## src/rtl/branch_pkg.sv

```systemverilog
// Shared encodings and defaults for the branch redirect sequencer.
package branch_pkg;

  localparam logic [1:0] ST_IDLE     = 2'd0;
  localparam logic [1:0] ST_REDIRECT = 2'd1;
  localparam logic [1:0] ST_FLUSH    = 2'd2;

  localparam logic [3:0] LINK_REG_IDX         = 4'd14;
  localparam int         DEFAULT_FLUSH_CYCLES = 1;

endpackage

```

## src/rtl/flush_down_counter.sv

```systemverilog
// 4-bit loadable down-counter with zero flag; holds at zero.
module flush_down_counter (
  input  logic       clk,
  input  logic       rst_n,
  input  logic       load,
  input  logic [3:0] load_val,
  input  logic       dec,
  output logic [3:0] count,
  output logic       zero
);

  always_ff @(posedge clk or negedge rst_n) begin
    if (!rst_n)                    count <= 4'd0;
    else if (load)                 count <= load_val;
    else if (dec && count != 4'd0) count <= count - 4'd1;
  end

  assign zero = (count == 4'd0);

endmodule

```

## src/rtl/branch_redirect_sequencer.sv

```systemverilog
// Taken-branch front-end sequencer: PC redirect, IF/ID flush, one-shot BL link write.
// Optional BRANCH_STATS_EN adds saturating taken_cnt/link_cnt outputs.
module branch_redirect_sequencer
  import branch_pkg::*;
#(
  parameter int         ADDR_W       = 32,
  parameter int         FLUSH_CYCLES = DEFAULT_FLUSH_CYCLES,
  parameter logic [3:0] LINK_REG     = LINK_REG_IDX
) (
  input  logic              clk,
  input  logic              rst_n,
  input  logic              stall_in,
  input  logic              b_in,
  input  logic              cond_true_in,
  input  logic              bl_in,
  input  logic [ADDR_W-1:0] target_in,
  input  logic [ADDR_W-1:0] link_in,
  output logic              pc_load,
  output logic [ADDR_W-1:0] pc_target,
  output logic              flush_ifid,
  output logic              link_we,
  output logic [3:0]        link_addr,
  output logic [ADDR_W-1:0] link_data,
  output logic              busy
`ifdef BRANCH_STATS_EN
  ,
  output logic [15:0]       taken_cnt,
  output logic [15:0]       link_cnt
`endif
);

  localparam logic [3:0] FLUSH_LOAD = 4'(FLUSH_CYCLES - 1);

  logic [1:0]        state, state_nxt;
  logic              accept, cnt_load, cnt_dec, cnt_zero;
  logic [3:0]        cnt;
  logic [ADDR_W-1:0] tgt_q, lnk_q;
  logic              bl_q;

  flush_down_counter u_cnt (
    .clk      (clk),
    .rst_n    (rst_n),
    .load     (cnt_load),
    .load_val (FLUSH_LOAD),
    .dec      (cnt_dec),
    .count    (cnt),
    .zero     (cnt_zero)
  );

  // FLUSH exits on the edge where the counter reaches zero, so REDIRECT plus
  // FLUSH together span exactly FLUSH_CYCLES cycles.
  always_comb begin
    state_nxt = state;
    accept    = 1'b0;
    cnt_load  = 1'b0;
    cnt_dec   = 1'b0;
    case (state)
      ST_IDLE: begin
        if (b_in && cond_true_in && !stall_in) begin
          accept    = 1'b1;
          state_nxt = ST_REDIRECT;
        end
      end
      ST_REDIRECT: begin
        if (!stall_in) begin
          cnt_load  = 1'b1;
          state_nxt = (FLUSH_LOAD == 4'd0) ? ST_IDLE : ST_FLUSH;
        end
      end
      ST_FLUSH: begin
        cnt_dec = 1'b1;
        if (cnt_zero || cnt == 4'd1) state_nxt = ST_IDLE;
      end
      default: state_nxt = ST_IDLE;
    endcase
  end

  always_ff @(posedge clk or negedge rst_n) begin
    if (!rst_n) begin
      state <= ST_IDLE;
      tgt_q <= '0;
      lnk_q <= '0;
      bl_q  <= 1'b0;
    end else begin
      state <= state_nxt;
      if (accept) begin
        tgt_q <= target_in;
        lnk_q <= link_in;
        bl_q  <= bl_in;
      end
    end
  end

  assign pc_load    = (state == ST_REDIRECT);
  assign flush_ifid = (state != ST_IDLE);
  assign busy       = (state != ST_IDLE);
  assign link_we    = (state == ST_REDIRECT) && bl_q && !stall_in;
  assign link_addr  = LINK_REG;
  assign pc_target  = tgt_q;
  assign link_data  = lnk_q;

`ifdef BRANCH_STATS_EN
  always_ff @(posedge clk or negedge rst_n) begin
    if (!rst_n) begin
      taken_cnt <= 16'd0;
      link_cnt  <= 16'd0;
    end else begin
      if (accept && taken_cnt != 16'hFFFF) taken_cnt <= taken_cnt + 16'd1;
      if (link_we && link_cnt != 16'hFFFF) link_cnt  <= link_cnt + 16'd1;
    end
  end
`endif

endmodule

```

## config.mk

```make
export PLATFORM = sky130hd
export DESIGN_NAME = branch_redirect_sequencer
export DESIGN_NICKNAME = d
export VERILOG_FILES = /design/src/rtl/branch_pkg.sv /design/src/rtl/flush_down_counter.sv /design/src/rtl/branch_redirect_sequencer.sv
export SDC_FILE = /design/constraint.sdc
export NUM_CORES = 1
export LEC_CHECK = 0
export CORE_ASPECT_RATIO = 2
export CORE_MARGIN = 2
export CORE_UTILIZATION = 25
export DETAILED_ROUTE_END_ITERATION = 10
export PLACE_DENSITY = 0.57
export SLEW_MARGIN = 25
export SYNTH_ARGS = -nofsm -noshare
export SYNTH_HDL_FRONTEND = slang
export SYNTH_SLANG_ARGS = --single-unit
```

## constraint.sdc

```tcl
create_clock -name clk -period 1.7 [get_ports clk]
set_input_delay 0.17 -clock clk [delete_from_list [all_inputs] [get_ports clk]]
set_output_delay 0.17 -clock clk [all_outputs]
set_load 0.01 [all_outputs]
```

==> results_dict.tcl <==
set metrics [dict create \
    outcome "complete, no violations" \
    rsz0062_at_grt "false" \
    cp.required_ps 1530 \
    initial_utilization_pct 25.36 \
    synth.top_cells.by_area "dfrtp_1 (61%), mux2_4 (21%), mux2_2 (11%), buf_12 (2.9%), buf_4 (2.2%)" \
    grtUsageTotal_pct 11.32 \
    port-buffer-count 137 \
    worst-path-buf-inv 2 \
    crit_fanout 5 \
    hold_viol 0 \
    ir_worst_vdd_mv 0.6594 \
    pre_cts_slack_ps -49.96 \
    synth_top_area_share_pct 60.63 \
    end_kind "output pin" \
    finalClockSkew_ps 5.396 \
    first_pass_iters 4 \
    nets 366 \
    path_cells "buf_4 > clkdlybuf4s50_1" \
    routed_wl_um 6250 \
    ys_types 11 \
    slowest_delay_ps 530 \
    post-route-util_pct 42.30 \
    cts_setup_buffers 0 \
    die_area_um2 11800 \
    fin_hold_ws_ps 238.8 \
    area_growth_pct 66.84 \
    route.detailed.drc 0 \
    cp-start-kind "flip-flop" \
    post-route-period-util_pct 88.57 \
    num_vias 1772 \
    pwr-share-seq_pct 36.9 \
    layout_common_cells "clkdlybuf4s50_1 (135), dfrtp_1 (66), mux2_4 (39), mux2_2 (26), clkbuf_16 (9)" \
    post-dp-hpwl_um 4547 \
    slowest_stage "clkdlybuf4s50_1" \
    cts_buffers 9 \
    clk_pin_slew_ps 50 \
    netSwitchingPower_w 0.001335 \
    yosysTopAreaCell "dfrtp_1" \
    power_density_nw_per_um2 1267 \
    combPwrFrac_pct 28.7 \
    synth_area_per_cell_um2 18.16 \
    grt_start_max_net_pins 33 \
    p_clk_share_pct 34.4 \
    path_class "flip-flop to output pin" \
    vias_per_cell 4.027 \
    cts_num_sinks 66 \
    cts_root_buffer "clkbuf_16" \
    ys_seq_area_share_pct 60.63 \
    overflow 0 \
    max_cap_viol_count 0 \
    setup_slack_ps 194.4 \
    drv_slew 0 \
    fmax_mhz 664.2 \
    drive_gt1_share_pct 29.33 \
    cp_data_arrival_time_ps 1340 \
    antenna_cells 0 \
    cts_max_level 3 \
    row_count 54 \
    wire_per_inst_um 14.20 \
    antenna_found_initial 0 \
    hold_class "primary input to asynchronous set/reset pin" \
    fp.dieW_um 77.81 \
    io_pins 142 \
    clock_latency_ps 320 \
    grt_pass1_vias 1981 \
    gp_congestion 0.7186 \
    final_common_cell "clkdlybuf4s50_1" \
    die_h_um 151.6 \
    synth_warnings 0 \
    grt_pass1_wl_um 10290 \
    drtAntennaViolNets 0 \
    cts.path.max_buffers 2 \
    power.internal_w 0.004424 \
    p_sw_share_pct 23.18 \
    setup_violations 0 \
    cts_tree "yes" \
    core_area_um2 10740 \
    postSynthCellCount 150 \
    first_iter_violations 44 \
    path_delay_family "buffers and inverters" \
    fin_crit_ps 1506 \
    mappedNetlistArea_um2 2724 \
    ys_ff_latch 66 \
    leakagePower_nw 1.933 \
]
-- path summary, 6_finish.rpt --
path,from,to,slack (ps),cells past startpoint
worst max-delay path,state[0],busy,190,2
min in group clk,link_in[17],link_data[17],460,2
worst min-delay path,rst_n,link_data[24],240,2
worst min register to register,link_data[29],link_data[29],510,1
worst max register to register,state[0],pc_target[25],230,3
max in group asynchronous,rst_n,link_data[29],970,3
-- flip-flops by register name (all words and copies together) (netlist names) --
| name | count |
|---|---|
| link_data | 32 |
| bl_q | 1 |
| state | 1 |
| pc_target | 32 |
-- per-layer routing --
layer / global-route usage [%] / vias up / part of all wire [%]
li1: - / 800 / -
met1: 14.75 / 826 / 45
met2: 15.30 / 136 / 40
met3: 5.746 / 10 / 14
met4: 5.625 / 0 / 1.8
met5: 0 / - / 0
-- cell families (layout without fill, tap and decap cells) --
logic type	Yosys count	count (layout)	share of synthesized area, %
AOI/OAI and AO/OA	1	1	0.2757
buffers and inverters	13	161	5.696
DFF	66	66	60.63
muxes	65	65	32.25
other	2	4	0.2757
and+or+nand+nor	3	3	0.8727
-- repair_timing --
action	4_1_cts	5_1_grt
endpoints found under the setup margin	1	0
endpoints found under the hold margin	56	0
gates resized for setup	1	0
hold buffers	1	0
-- per-stage QoR --
step           area, um^2  cells  total power [W]  TNS (ps)
2_1_floorplan        2731    152         0.002815         0
3_3_place_gp         4215    424         0.003795    -272.7
3_5_place_dp         4215    424         0.003810    -608.9
4_1_cts              4544    440         0.005846         0
5_1_grt              4544    440         0.006042         0
6_report             4544    440         0.005759         0
-- area by class of cell --
type	instances	area [um^2]
Clock inverter	2	60.06
Multi-Input combinational cell	73	924.6
Clock buffer	13	260.3
Fill cell	963	6198
Sequential cell	66	1652
Tap cell	140	175.2
Timing Repair Buffer	146	1473
-- power groups by stage --
stage / clock network [W] / registers (W) / logic (W)
finish: 0.00198 / 0.00213 / 0.00165
CTS: 0.00204 / 0.00213 / 0.00168
global route: 0.00211 / 0.00217 / 0.00176
floorplan: 0 / 0.00230 / 0.000512
global placement: 0 / 0.00214 / 0.00166
detailed placement: 0 / 0.00214 / 0.00167
-- cell usage after synthesis --
| cell | count |
|---|---|
| dfrtp_1 | 66 |
| mux2_4 | 39 |
| mux2_2 | 26 |
| buf_4 | 8 |
| buf_12 | 4 |
| conb_1 | 2 |
| a21o_1 | 1 |
| and4bb_4 | 1 |
| buf_8 | 1 |
| nand2_1 | 1 |
| nor2_1 | 1 |
No activity file was read; power rests on OpenSTA's default activity.
